**src/rtl/fifo_pkg.sv**
```systemverilog
// Shared constants and helpers for the FIFO read-side stream adapter.
package fifo_pkg;

    localparam int DEF_WIDTH = 8;
    localparam int DEF_CNT_W = 16;
    localparam int OUT_DEPTH = 2;
    localparam int OCC_W     = $clog2(OUT_DEPTH + 1);

    typedef logic [OCC_W-1:0] occ_t;

    // A new read may be issued only if the words already owned by the adapter
    // (buffered plus in flight, less the one leaving this cycle) leave room for it.
    function automatic logic issue_ok(input occ_t occ, input logic inflight, input logic pop);
        logic [OCC_W:0] pending;
        pending = {1'b0, occ} + {{OCC_W{1'b0}}, inflight} - {{OCC_W{1'b0}}, pop};
        return pending <= (OCC_W + 1)'(OUT_DEPTH - 1);
    endfunction

endpackage

```
**src/rtl/stream_buf2.sv**
```systemverilog
// Two-entry register buffer: head drives the stream, tail absorbs one extra word.
module stream_buf2
    import fifo_pkg::*;
#(
    parameter int WIDTH = DEF_WIDTH
) (
    input  logic             clk,
    input  logic             rst,
    input  logic             flush,
    input  logic             push,
    input  logic [WIDTH-1:0] push_data,
    input  logic             pop,
    output occ_t             occ,
    output logic             m_valid,
    output logic [WIDTH-1:0] m_data
);

    occ_t             occ_q, occ_d;
    logic [WIDTH-1:0] head_q, head_d;
    logic [WIDTH-1:0] tail_q, tail_d;

    // Next-state of the buffer for every push/pop combination; flush empties it.
    always_comb begin
        occ_d  = occ_q;
        head_d = head_q;
        tail_d = tail_q;
        case ({push, pop})
            2'b10: begin
                if (occ_q == '0) head_d = push_data;
                else             tail_d = push_data;
                occ_d = occ_q + 1'b1;
            end
            2'b01: begin
                head_d = tail_q;
                occ_d  = occ_q - 1'b1;
            end
            2'b11: begin
                // Head leaves; the next word in line takes its place, count is unchanged.
                if (occ_q == occ_t'(OUT_DEPTH)) begin
                    head_d = tail_q;
                    tail_d = push_data;
                end else begin
                    head_d = push_data;
                end
            end
            default: ;
        endcase
        if (flush) occ_d = '0;
    end

    // Occupancy and head register; head resets so the stream output starts at zero.
    always_ff @(posedge clk) begin
        if (rst) begin
            occ_q  <= '0;
            head_q <= '0;
        end else begin
            occ_q  <= occ_d;
            head_q <= head_d;
        end
    end

    // Tail holds data only; it is never visible while empty, so it needs no reset.
    always_ff @(posedge clk) begin
        tail_q <= tail_d;
    end

    assign occ     = occ_q;
    assign m_valid = (occ_q != '0);
    assign m_data  = head_q;

endmodule

```
**src/rtl/fifo_rd_stream.sv**
```systemverilog
// Read-side adapter: turns the one-cycle-latency FIFO read port into a valid/ready stream.
module fifo_rd_stream
    import fifo_pkg::*;
#(
    parameter int WIDTH = DEF_WIDTH,
    parameter int CNT_W = DEF_CNT_W
) (
    input  logic             clk,
    input  logic             rst,
    input  logic             rempty,
    output logic             rinc,
    input  logic [WIDTH-1:0] rdata,
    input  logic             flush,
    output logic             m_valid,
    input  logic             m_ready,
    output logic [WIDTH-1:0] m_data,
    output logic [CNT_W-1:0] xfer_cnt
);

    logic             inflight_q, inflight_d;
    logic [CNT_W-1:0] xfer_cnt_q, xfer_cnt_d;
    occ_t             occ;
    logic             pop;
    logic             push;

    assign pop = m_valid & m_ready;

    // Read issue, in-flight tracking and delivery counting.
    always_comb begin
        rinc       = !rempty && !flush && !rst && issue_ok(occ, inflight_q, pop);
        inflight_d = rinc;
        // A word landing on rdata during a flush is dropped rather than buffered.
        push       = inflight_q && !flush;
        xfer_cnt_d = xfer_cnt_q + CNT_W'(pop);
    end

    // Control registers; flush clears inflight through rinc, only reset clears the counter.
    always_ff @(posedge clk) begin
        if (rst) begin
            inflight_q <= 1'b0;
            xfer_cnt_q <= '0;
        end else begin
            inflight_q <= inflight_d;
            xfer_cnt_q <= xfer_cnt_d;
        end
    end

    stream_buf2 #(
        .WIDTH(WIDTH)
    ) u_buf (
        .clk      (clk),
        .rst      (rst),
        .flush    (flush),
        .push     (push),
        .push_data(rdata),
        .pop      (pop),
        .occ      (occ),
        .m_valid  (m_valid),
        .m_data   (m_data)
    );

    assign xfer_cnt = xfer_cnt_q;

endmodule
```
**config.mk**
```make
export PLATFORM = sky130hd
export DESIGN_NAME = fifo_rd_stream
export DESIGN_NICKNAME = d
export VERILOG_FILES = /design/src/rtl/fifo_pkg.sv /design/src/rtl/stream_buf2.sv /design/src/rtl/fifo_rd_stream.sv
export SDC_FILE = /design/constraint.sdc
export NUM_CORES = 1
export LEC_CHECK = 0
export BUFFER_PORTS_ARGS = -buffer_cell sky130_fd_sc_hd__buf_2
export CORE_ASPECT_RATIO = 0.8
export CORE_MARGIN = 2
export CORE_UTILIZATION = 50
export CTS_CLUSTER_DIAMETER = 60
export DETAILED_ROUTE_END_ITERATION = 10
export PLACE_DENSITY_LB_ADDON = 0.15
export SLEW_MARGIN = 20
export SYNTH_ARGS = -nofsm -noshare
export SYNTH_HDL_FRONTEND = slang
export SYNTH_SLANG_ARGS = --single-unit
```
**constraint.sdc**
```tcl
create_clock -name clk -period 4.51 [get_ports clk]
set_input_delay 0.2255 -clock clk [delete_from_list [all_inputs] [get_ports clk]]
set_output_delay 0.2255 -clock clk [all_outputs]
set_load 0.03 [all_outputs]
```
==> reports/metrics.yaml <==
drt:
  wl_met2_mm: 1.54
  vias: 1284
  antenna_left: 0
  wl_met3_um: 151
  topRoutingLayerUsed: "met4"
  drc: 0
  drt_iter0_markers: 57
  wl_met1_mm: 1.55
  dr.pass1.iters: 4
  routed_wl_mm: 3.29
  viasPerCell: 5.28
  wire_per_inst_um: 13.5
timing:
  worstMarginPinSlew_ns: 0.672
  slew_headroom_pct: 55.0
  slew_viol_final: 0
  setup_viol: 0
  fin_setup_tns_ns: 0
  timing.hold.ws_ns: 0.128
  rsz0062_at_grt: "no"
  layout_min_cycle_time_ns: 2.84
  skew_ns: 0.00246
  fmax_ghz: 0.352
  fin_crit_sh_pct: 62.9
  hold_viol: 0
synth:
  async_flop_share_pct: 0
  ys_types: 36
  syn_inst: 161
  ys_ff_latch: 35
  synthTopCellsByArea: "dfxtp_1 33%, edfxtp_1 15%, xnor2_1 6.5%"
  syn_nets: 180
  seq_area_frac_synth_pct: 48.3
  synth_top_area_share_pct: 33.4
  synth_edf_count: 8
  synth_flop_cell: "dfxtp_1"
  yosys_warnings: 0
  syn-mean-instance-area_um2: 10.0
  yosys.area.top_type: "dfxtp_1"
  synthesis.area_um2: 1620
floorplanning:
  num_rows: 18
  start_util_pct: 52.4
  fp.dieH_um: 54.9
  io_pins: 39
  dieArea_um2: 3710
  die_w_um: 67.6
  core_area_um2: 3090
worst_setup_path:
  worstPathArrival_ns: 2.61
  endpoint_kind: "primary output"
  start_kind: "flop"
  cp_max_fo: 7
  critPathKind: "reg2out"
  required_ns: 4.28
pwr:
  p_leak_uw: 0.000807
  power.density_nw_per_um2: 353
  vdd_drop_max_mv: 0.199
grt:
  grtUsageTotal_pct: 20.7
  antenna_found_initial: 0
  gr-total-overflow: 0
  grt_pass1_wl_mm: 5.56
  grt_pass1_vias: 1281
  grt_max_degree: 30
cells_and_area:
  fillers: 250
  layout_commonest_cell: "buf_2"
  fin_nets: 221
  area_growth_pct: 21.9
  diodes: 0
  final_cell_mix: "38 x buf_2, 27 x dfxtp_1, 24 x nor2_1"
  drive_above_1_share_pct: 27.6
hold_path:
  hp-class: "in2reg"
clock_network:
  clk_transition_reported_paths_ns: 0.07
  cts.path.max_buffers: 2
  clock_latency_ns: 0.28
  cts_made_buffers: 5
  hold_buffers: 0
  cts_root_buf: "clkbuf_8"
  htreeDepth: 2
  post-cts-setup-buffers: 0
  cts_tree: "yes"
  post_cts_resized: 0
  cts_sinks: 35
placed_design:
  port-buffer-count: 38
  place_hpwl_mm: 2.34
  routabilityCongestion: 0.772
run:
  drv_cap: 0
status:
  status: "finished, final reports clean"
[registers in the layout (all words and copies together), names as in the netlist]
signal,flops
xfer_cnt,16
u_buf.m_data,8
u_buf.tail_q,8
u_buf.occ,2
inflight_q,1
[cells in the mapped netlist, types with 2 or more instances]
library cell   n
nor3_1        15
nor2b_1        3
clkbuf_1       3
o21ai_0        2
nand2b_1       3
ha_1           5
edfxtp_1       8
dfxtp_1       27
a21oi_1        5
a221oi_1       8
or3_1          2
nor2_1        24
nand3_1        4
o21ai_2        2
xor2_1         3
nand4_1        2
nor4_2         2
nand2_1        5
and2_1         2
xnor2_1       12
inv_1          8
nor4_1         2
[where the power goes]
group          switching [uW]  internal [uW]
Clock                     111            221
Sequential               2.95            326
Combinational            24.0           11.8
[per-stage QoR]
step	std cells	instance area [um2]	util, %	worst slack (ns)	total power [uW]
floorplan	161	1620	-	1.65	357
global placement	235	1840	59.6	2.13	370
detailed placement	235	1840	59.6	1.99	371
CTS	243	1970	63.9	1.66	705
global route	243	1970	63.9	1.49	723
finish	243	1970	63.9	1.67	696
[cells by family (layout without fill, tap and decap cells)]
group	after synthesis	in the layout	synth area share [%]
and+or+nand+nor	69	69	23.6
DFF	35	35	48.3
AOI/OAI and AO/OA	23	23	11.7
xor gates and xnor gates	15	15	8.12
buffers and inverters	13	55	3.25
adders and majority gates	6	6	5.10
[layout make-up]
class / instances / area [um2] / share of cell area [%]
sequential: 35 / 781 / 39.6
clock inverter: 2 / 60.1 / 3.05
timing repair buffer: 38 / 190 / 9.64
tap: 40 / 50.0 / 2.54
inverter: 9 / 33.8 / 1.71
clock buffer: 6 / 72.6 / 3.68
multi-input combinational: 113 / 785 / 39.8
[routing by layer]
layer / up-vias / GRT usage (%)
met4: 0 / 9.52
met1: 593 / 25.4
met2: 33 / 33.8
met3: 8 / 6.17
li1: 650 / -
met5: - / 0
[worst max-delay path, stage by stage, from the launching register on]
cell	delay, ns
dfxtp_1	0.58
nor2b_1	0.23
and2_1	0.19
o21bai_1	0.13
ha_1	0.16
inv_1	0.05
fa_1	0.48
nand2b_1	0.07
nor4_1	0.22
buf_2	0.24
[final timing paths]
kind | start | endpoint | slack (ns) | cells past startpoint
worst max-delay path | u_buf.occ[1]$_SDFFE_PP0P_ | rinc | 1.67 | 9
worst max register to register | u_buf.occ[1]$_SDFFE_PP0P_ | xfer_cnt[14]$_SDFF_PP0_ | 2.34 | 8
worst min-delay path | rdata[5] | u_buf.tail_q[5]$_DFFE_PP_ | 0.13 | 1
worst min register to register | u_buf.m_data[3]$_SDFFE_PP0P_ | u_buf.m_data[3]$_SDFFE_PP0P_ | 0.50 | 2
No activity file was read; power rests on OpenSTA's default activity.
